### config.mk
export PLATFORM = sky130hd
export DESIGN_NAME = lm_sm_sequencer
export DESIGN_NICKNAME = d
export VERILOG_FILES = /design/src/rtl/lm_sm_pkg.sv /design/src/rtl/lsb_priority_encoder_8.sv /design/src/rtl/lm_sm_sequencer.sv
export SDC_FILE = /design/constraint.sdc
export NUM_CORES = 1
export LEC_CHECK = 0
export ABC_AREA = 1
export ABC_CLOCK_PERIOD_IN_PS = 3700
export CORE_UTILIZATION = 55
export DETAILED_ROUTE_END_ITERATION = 7
export PLACE_DENSITY = 0.95
export SYNTH_ARGS = -nofsm -noshare
export SYNTH_HDL_FRONTEND = slang
export SYNTH_SLANG_ARGS = --single-unit
### constraint.sdc
create_clock -name clock -period 3.7 [get_ports clock]
set_clock_uncertainty 0.15 [all_clocks]
set_input_delay 0.74 -clock clock [delete_from_list [all_inputs] [get_ports clock]]
set_output_delay 0.74 -clock clock [all_outputs]
set_load 0.01 [all_outputs]
### src/rtl/lm_sm_pkg.sv
// Shared types and constants for the LM/SM micro-op sequencer.
package lm_sm_pkg;

  localparam int unsigned MASK_W = 8;
  localparam int unsigned REG_AW = 3;
  localparam int unsigned OFF_W  = 3;

  typedef enum logic {
    IDLE,
    ISSUE
  } state_e;

  typedef struct packed {
    logic              store;
    logic [REG_AW-1:0] data_reg;
    logic [REG_AW-1:0] base;
    logic [OFF_W-1:0]  offset;
    logic              first;
    logic              last;
  } uop_t;

endpackage

### src/rtl/lsb_priority_encoder_8.sv
// Finds the lowest set bit of an 8-bit register mask and returns the mask with that bit cleared.
module lsb_priority_encoder_8
  import lm_sm_pkg::*;
(
  input  logic [MASK_W-1:0] mask_i,
  output logic [REG_AW-1:0] idx_o,
  output logic              found_o,
  output logic [MASK_W-1:0] rem_o
);

  always_comb begin
    idx_o   = '0;
    found_o = 1'b0;
    for (int unsigned i = 0; i < MASK_W; i++) begin
      if (mask_i[i] && !found_o) begin
        idx_o   = i[REG_AW-1:0];
        found_o = 1'b1;
      end
    end
  end

  assign rem_o = mask_i & (mask_i - MASK_W'(1));

endmodule

### src/rtl/lm_sm_sequencer.sv
// Expands a decoded LM/SM instruction into one single-register memory micro-op per cycle.
module lm_sm_sequencer #(
  parameter int unsigned MASK_W = lm_sm_pkg::MASK_W,
  parameter int unsigned REG_AW = lm_sm_pkg::REG_AW
) (
  input  logic              clock,
  input  logic              reset,
  input  logic              start,
  input  logic              is_store,
  input  logic [REG_AW-1:0] base_reg,
  input  logic [MASK_W-1:0] reg_mask,
  input  logic              hold,
  input  logic              flush,
  output logic              busy,
  output logic              uop_valid,
  output logic              uop_store,
  output logic [REG_AW-1:0] uop_reg,
  output logic [REG_AW-1:0] uop_base,
  output logic [2:0]        uop_offset,
  output logic              uop_first,
  output logic              uop_last,
  output logic              done
);

  import lm_sm_pkg::*;

  state_e            state_q, state_d;
  uop_t              uop_q, uop_d;
  logic [MASK_W-1:0] rem_q, rem_d;
  logic              done_q, done_d;
  logic              take_start;

  logic [MASK_W-1:0] enc_src, enc_rem;
  logic [REG_AW-1:0] enc_idx;
  logic              enc_found;

  // One encoder serves both the continuing sequence and a newly accepted mask.
  assign enc_src = (state_q == ISSUE && !uop_q.last) ? rem_q : reg_mask;

  lsb_priority_encoder_8 u_enc (
    .mask_i  (enc_src),
    .idx_o   (enc_idx),
    .found_o (enc_found),
    .rem_o   (enc_rem)
  );

  always_comb begin
    state_d    = state_q;
    uop_d      = uop_q;
    rem_d      = rem_q;
    done_d     = 1'b0;
    take_start = 1'b0;
    if (flush) begin
      state_d = IDLE;
      uop_d   = '0;
      rem_d   = '0;
    end else if (hold) begin
      done_d = done_q;
    end else begin
      case (state_q)
        IDLE: take_start = start;
        ISSUE: begin
          if (!uop_q.last) begin
            uop_d.data_reg = enc_idx;
            uop_d.offset   = uop_q.offset + 1'b1;
            uop_d.first    = 1'b0;
            uop_d.last     = (enc_rem == '0);
            rem_d          = enc_rem;
          end else begin
            // Accepting the last micro-op also accepts a back-to-back start.
            state_d    = IDLE;
            uop_d      = '0;
            rem_d      = '0;
            done_d     = 1'b1;
            take_start = start;
          end
        end
        default: state_d = IDLE;
      endcase
      if (take_start) begin
        if (enc_found) begin
          state_d        = ISSUE;
          uop_d.store    = is_store;
          uop_d.data_reg = enc_idx;
          uop_d.base     = base_reg;
          uop_d.offset   = '0;
          uop_d.first    = 1'b1;
          uop_d.last     = (enc_rem == '0);
          rem_d          = enc_rem;
        end else begin
          done_d = 1'b1;
        end
      end
    end
  end

  always_ff @(posedge clock or negedge reset) begin
    if (!reset) begin
      state_q <= IDLE;
      uop_q   <= '0;
      rem_q   <= '0;
      done_q  <= 1'b0;
    end else begin
      state_q <= state_d;
      uop_q   <= uop_d;
      rem_q   <= rem_d;
      done_q  <= done_d;
    end
  end

  assign busy       = (state_q == ISSUE);
  assign uop_valid  = (state_q == ISSUE);
  assign uop_store  = uop_q.store;
  assign uop_reg    = uop_q.data_reg;
  assign uop_base   = uop_q.base;
  assign uop_offset = uop_q.offset;
  assign uop_first  = uop_q.first;
  assign uop_last   = uop_q.last;
  assign done       = done_q;

endmodule

==> impl_results.md, run 1 <==
- Post-route setup slack: 1.033 ns
- Initial antenna violation count: 0
- Largest Register: rem_q
- Cell family with most CP delay: simple AND/OR/NAND/NOR gates
- H-tree Lvls: 1
- Clk sink count: 22
- Global-route wire length before repair: approximately 6400 um
- Crit path cell chain: inv_2, nor2_4, nand2_1, nand2_2, nand2_1, nor2_2, nand3_2, nand2_4, nand2_2, nand2_1, nand2_1, nand2_1, nand2_1
- #FFs+latches synth: 22
- CTS Hold Bufs: 0
- R2R Setup Slk: between 1 and 1.5 ns
- Diode count: 0
- Yosys cell types: 26
- Ports: 32
- Rows: 19
- Setup Total Neg Slack: 0 ns
- IO Port Bufs: 31
- Vias per cell: ~5.6
- Routed len/inst: about 12 um
- Setup violators final: 0
- Core area: about 2800 um2
- Final nets: approximately 290
- Leak pwr: roughly 0.95 nW
- Largest net degree at the start of global routing: 23
- TritonCTS Buffers: 3
- Util after Layout: 69.01%
- Area of the mapped netlist: about 1600 um2
- Most frequent CP cell: nand2_1
- CP max FO: 21
- Gr usage total: between 20% and 30%
- Buf/Inv on CP: 1
- Via count of the first global-routing pass: approximately 1.5k
- RePlAce Congestion: about 0.94
- Initial core utilization: slightly below 60%
- Layout cells sized above 1: a little over 8%
- Full die area: around 3100 um2
- Mean Syn Cell Area: approximately 6.7 um2
- CTS tree: yes
- Register area share after synthesis: between 30% and 40%
- Tcrit/Tclk final: slightly above 70%
- Die H: roughly 56 um
- Area contributors post-synth: dfrtp_1 (35%), nand2_1 (20%), nand3_1 (9.7%), inv_1 (6.4%), nand4_1 (5.1%)
- Slew at the pin closest to its max-slew limit: roughly 0.98 ns
- Post-Route WL: approximately 3700 um
- Critical path class: flip-flop to flip-flop
- Post-route ant nets: 0
- Status: completed
- Setup WS pre-CTS: just over 1 ns
- 1st-pass router iterations: 5
- Top cell type's share of synthesized area: about a third
- Root Buffer: clkbuf_4
- Critical path launch point type: flip-flop
- Hpwl dp: ~2700 um
- Post-CTS setup buffer count: 0
- Pins Over Slew Limit: 0
- Critical path data arrival time: between 2 and 3 ns
- Largest register FFs: 8
- Cell count after synthesis: approximately 240
- Crit. End Element: flip-flop
- Reg clk slew, reported paths: approximately 0.11 ns
- Post_cts resized: 0
- Insertion delay to the later sink of the worst-skew pair: 0.30 ns
- Slowest CP cell: dfrtp_1
- Overall power: 0.0005347 W
- Max incr delay on CP: roughly 0.75 ns
- GR Overflow Total: 0
- Max cap viols: 0
- Area grow syn2layout: 19.58%
- RSZ-0062 raised after global routing: false
- Initial DRC Count: between 80 and 90
- CTS max path bufs: 2
- Final Hold Fails: 0
- Fin crit period: about 2.7 ns
- Via count: 1663
- Hold Crit Class: flip-flop to flip-flop
- Worst EP required: around 3.8 ns
- Fmax: ~0.37 GHz
- Slew HR: approximately a third
- Die W: 55.79 um
- Syn nets: 256
- Peak supply drop: between 200 and 250 uV
- Pwr/cell area: 281.0 nW/um2
- Total number of yosys warnings: 0
- Area leader, netlist: dfrtp_1
- DRC: 0
[path summary, 6_finish.rpt]
check | depth (start not counted) | startpoint | to
max in group asynchronous | 1 | reset | uop_first$_DFFE_PN0P_
min in group asynchronous | 1 | reset | uop_base[1]$_DFFE_PN0P_
worst min register to register | 2 | uop_reg[0]$_DFFE_PN0P_ | uop_reg[0]$_DFFE_PN0P_
worst min-delay path | 2 | uop_reg[0]$_DFFE_PN0P_ | uop_reg[0]$_DFFE_PN0P_
worst max register to register | 13 | busy$_DFFE_PN0P_ | uop_last$_DFFE_PN0P_
worst max-delay path | 13 | busy$_DFFE_PN0P_ | uop_last$_DFFE_PN0P_
[cell families after synthesis]
logic type	after synthesis	share of synthesized area (%)
simple gates	154	44.65
compound gates	23	8.412
fa+ha+maj	1	0.7860
flops	22	34.59
buf+inv	38	11.56
[synth_stat cells]
| cell | instances |
|---|---|
| nand2_1 | 86 |
| nand3_1 | 31 |
| inv_1 | 27 |
| dfrtp_1 | 22 |
| nand4_1 | 13 |
| nor2_1 | 9 |
| o21ai_0 | 8 |
| nand2_2 | 6 |
| o21ai_1 | 6 |
| a21oi_1 | 4 |
| clkbuf_1 | 3 |
| nor2_2 | 3 |
| o211ai_1 | 3 |
| buf_2 | 2 |
| inv_2 | 2 |
| nand2_4 | 2 |
| nor2_4 | 2 |
| a41oi_1 | 1 |
| and2_1 | 1 |
| buf_12 | 1 |
| buf_4 | 1 |
| buf_6 | 1 |
| buf_8 | 1 |
| ha_1 | 1 |
| nand3_2 | 1 |
| o22ai_2 | 1 |
[metrics by stage]
step                instances  instance area [um2]  hold WS [ns]
finish                    296                 1903        0.3393
global route              296                 1903        0.3639
CTS                       296                 1903        0.3478
detailed placement        293                 1881        0.3214
global placement          293                 1881        0.3160
floorplan                 238                 1592        0.2944
[layout make-up]
class	instances	area, um2
Clock buffer	3	22.52
Fill cell	237	854.6
Inverter	29	108.9
Multi-Input combinational cell	178	857.1
Sequential cell	22	550.5
Tap cell	31	38.79
Timing Repair Buffer	33	325.3
[routing by layer]
metal	vias up	part of all wire, %	GRT usage (%)
met3	8	7.5	4.419
met5	-	0	0
met4	0	1.9	12.14
met1	747	45	34.66
li1	833	-	-
met2	75	45	41.48
[tightest hold or removal path: cells and delay by family, from the launching register on]
| family | cells | cell delay, ns |
|---|---|---|
| flip-flops | 1 | 0.36 |
| AND/OR/NAND/NOR | 2 | 0.10 |
[cell usage in the layout, fill, tap and decap left out, types with 4 or more instances in the layout]
| cell | n |
|---|---|
| nand3_1 | 31 |
| a21oi_1 | 4 |
| nand2_1 | 86 |
| o21ai_0 | 8 |
| nand2_2 | 6 |
| o21ai_1 | 6 |
| clkdlybuf4s50_1 | 31 |
| dfrtp_1 | 22 |
| nor2_1 | 9 |
| inv_1 | 27 |
| nand4_1 | 13 |
[where the power goes]
| part | internal (W) | switching [W] | leakage [nW] |
|---|---|---|---|
| logic | 0.0000634 | 0.0000998 | 0.637 |
| registers | 0.000252 | 0.0000137 | 0.302 |
| clock network | 0.0000380 | 0.0000682 | 0.0138 |
| total | 0.000353 | 0.000182 | 0.952 |
Power figures use the tool's default switching activity.
==> run 2: changes to the inputs <==
- ABC_CLOCK_PERIOD_IN_PS: 3700 -> 2300
- CORE_UTILIZATION: 55 -> 46
- PLACE_DENSITY: 0.95 -> 0.87
- clock period: 3.7 -> 2.3 ns (I/O delays scaled with it)
==> run 2 against run 1 <==
  * Wire length rose by 11%
  * Total power rose by 91%
  * Register-to-register slack got worse by 0.84 ns
  * Non-clock buffer count rose by 8
  * Setup slack got worse by 0.91 ns
  * Count of clock-buffer cells in the layout did not move
  * Via count fell by 0.18%
  * Critical endpoint is now busy
  * Global-route usage fell by 1.3 points
  * Final area rose by 5.7%
  * Sequential share of layout area fell by 1.5 points
  * Worst hold slack got worse by 0.020 ns
==> impl_results.md, run 2 (synthesis results as in run 1) <==
- Largest register FFs: 8 (unchanged)
- Via count: 1660 (-0.18%)
- Pins Over Slew Limit: 0 (unchanged)
- Via count of the first global-routing pass: 1511 (+2.4%)
- Critical R2R Capture: uop_last$_DFFE_PN0P_
- Critical path class: flip-flop to primary output
- CP max FO: 10 (-52%)
- TritonCTS Buffers: 3 (unchanged)
- Setup Total Neg Slack: 0 ns (unchanged)
- Hpwl dp: 2925 um (+7.4%)
- Critical path launch point type: flip-flop
- Post-Route WL: 4077 um (+11%)
- Cell count after placement: 314 (+7.2%)
- Crit. End Element: primary output
- Placed Area: 1957 um2 (+4.1%)
- Core area: 3178 um2 (+15%)
- Filler cells: 318 (+34%)
- Fmax: between 0.4 and 0.5 GHz
- Setup violators final: 0 (unchanged)
- CTS Hold Bufs: 0 (unchanged)
- Status: completed
- H-tree Lvls: 1 (unchanged)
- Fin crit period: ~2.2 ns
- Diode count: 0 (unchanged)
- Max cap viols: 0 (unchanged)
- Commonest non-fill, non-tap cell in the layout: nand2_1
- Initial DRC Count: 88 (+3.5%)
- R2R Setup Slk: 0.19 ns (-0.84 ns)
- Full die area: 3699 um2 (+19%)
- Initial antenna violation count: 0 (unchanged)
- DRC: 0 (unchanged)
- CTS max path bufs: 2 (unchanged)
- Vias per cell: 5.220 (-7.1%)
- Slew HR: 77.90% (+44 points)
- Die H: 60.82 um (+9.0%)
- Critical Path Start: busy$_DFFE_PN0P_
- IO Port Bufs: 31 (unchanged)
- Pwr/cell area: 508.4 nW/um2 (+81%)
- Leak pwr: 1.003 nW (+5.3%)
- Rows: 20 (+1)
- Final Hold Fails: 0 (unchanged)
- Root Buffer: clkbuf_4
- GR Overflow Total: 0 (unchanged)
- Critical path data arrival time: 1.57 ns (-1.15 ns)
- Insertion delay to the later sink of the worst-skew pair: 0.32 ns (+0.02 ns)
- Clk sink count: 22 (unchanged)
- Fin area: 2011 um2 (+5.7%)
- Reg2reg path depth: 12 (-1)
- 1st-pass router iterations: 5 (unchanged)
- Finished Layout Cells: 318 (+7.4%)
- Slew at the pin closest to its max-slew limit: 0.3294 ns (-0.6526 ns)
- Largest Register: rem_q
- Routed len/inst: 12.82 um (+3.3%)
- Post-route ant nets: 0 (unchanged)
- Final nets: 293 (+2.8%)
- CTS tree: yes
- Ports: 32 (unchanged)
- Post_cts resized: 0 (unchanged)
- Most frequent cells in the layout: nand2_1 (86), nand3_1 (31), clkdlybuf4s50_1 (31), inv_1 (27), dfrtp_1 (21)
- Worst EP required: 1.69 ns (-2.07 ns)
- Gr usage total: 24.72% (-1.3 points)
- Layout cells sized above 1: 11.68% (+3.4 points)
- Die W: 60.82 um (+9.0%)
- RSZ-0062 raised after global routing: false
- RePlAce Congestion: 0.9314 (-0.54%)
- Post-CTS setup buffer count: 0 (unchanged)
- Initial core utilization: 50.08% (-7.6 points)
- CP endpoint: busy
- Util after Layout: 63.27% (-5.7 points)
- Peak supply drop: 294.2 uV (+25%)
- RR Startpoint: uop_last$_DFFE_PN0P_
- Tcrit/Tclk final: between 90% and 100%
- Reg clk slew, reported paths: 0.14 ns (+0.03 ns)
- Area grow syn2layout: 26.34%
- Largest net degree at the start of global routing: 23 (unchanged)
- Hold Crit Class: primary input to asynchronous set/reset pin
- Global-route wire length before repair: 6782 um (+5.8%)
-- run 2: area by class of cell --
cell class / count / area [um2] / share of cell area, %
Inverter: 29 / 108.9 / 5.414
Clock buffer: 3 / 22.52 / 1.120
Tap cell: 44 / 55.05 / 2.738
Sequential cell: 22 / 551.8 / 27.44
Multi-Input combinational cell: 178 / 857.1 / 42.63
Clock inverter: 1 / 30.03 / 1.493
Timing Repair Buffer: 41 / 385.4 / 19.17
-- run 2: routing by layer --
layer / wire length (um) / vias up / track usage (%)
li1: - / 839 / -
met1: 1897 / 742 / 35.72
met2: 1818 / 72 / 39.09
met3: 322 / 7 / 3.625
met4: 38 / 0 / 5.844
met5: 0 / - / 0
-- run 2: worst max-delay path, cell delays in order (launching register included) --
cell	delay, ns
dfrtp_2	0.50
buf_4	0.21
clkdlybuf4s50_1	0.54
-- run 2: report_power, final --
part / internal (W) / total (W) / switching [W]
clock network: 0.000176 / 0.000312 / 0.000136
logic: 0.000114 / 0.000287 / 0.000173
registers: 0.000405 / 0.000423 / 0.0000181
total: 0.000695 / 0.00102 / 0.000327
-- run 2: per-stage QoR --
step,hold slack (ns),power [W],setup WS (ns)
floorplan,0.01441,0.0006113,0.3880
global placement,0.3139,0.0007093,0.09963
detailed placement,0.3114,0.0007127,0.04005
CTS,0.3383,0.001015,0.02722
global route,0.3422,0.001070,0.01289
finish,0.3190,0.001022,0.1200
-- run 2: worst min-delay path by stage --
stage | startpoint | end | slack (ns) | depth (start not counted)
detailed placement | uop_reg[0]$_DFFE_PN0P_ | uop_reg[0]$_DFFE_PN0P_ | 0.31 | 2
CTS | reset | uop_base[2]$_DFFE_PN0P_ | 0.34 | 2
global route | reset | rem_q[3]$_DFFE_PN0P_ | 0.34 | 2
finish | reset | rem_q[3]$_DFFE_PN0P_ | 0.32 | 2
floorplan | reset | busy$_DFFE_PN0P_ | 0.01 | 0
global placement | done$_DFFE_PN0P_ | done$_DFFE_PN0P_ | 0.31 | 2
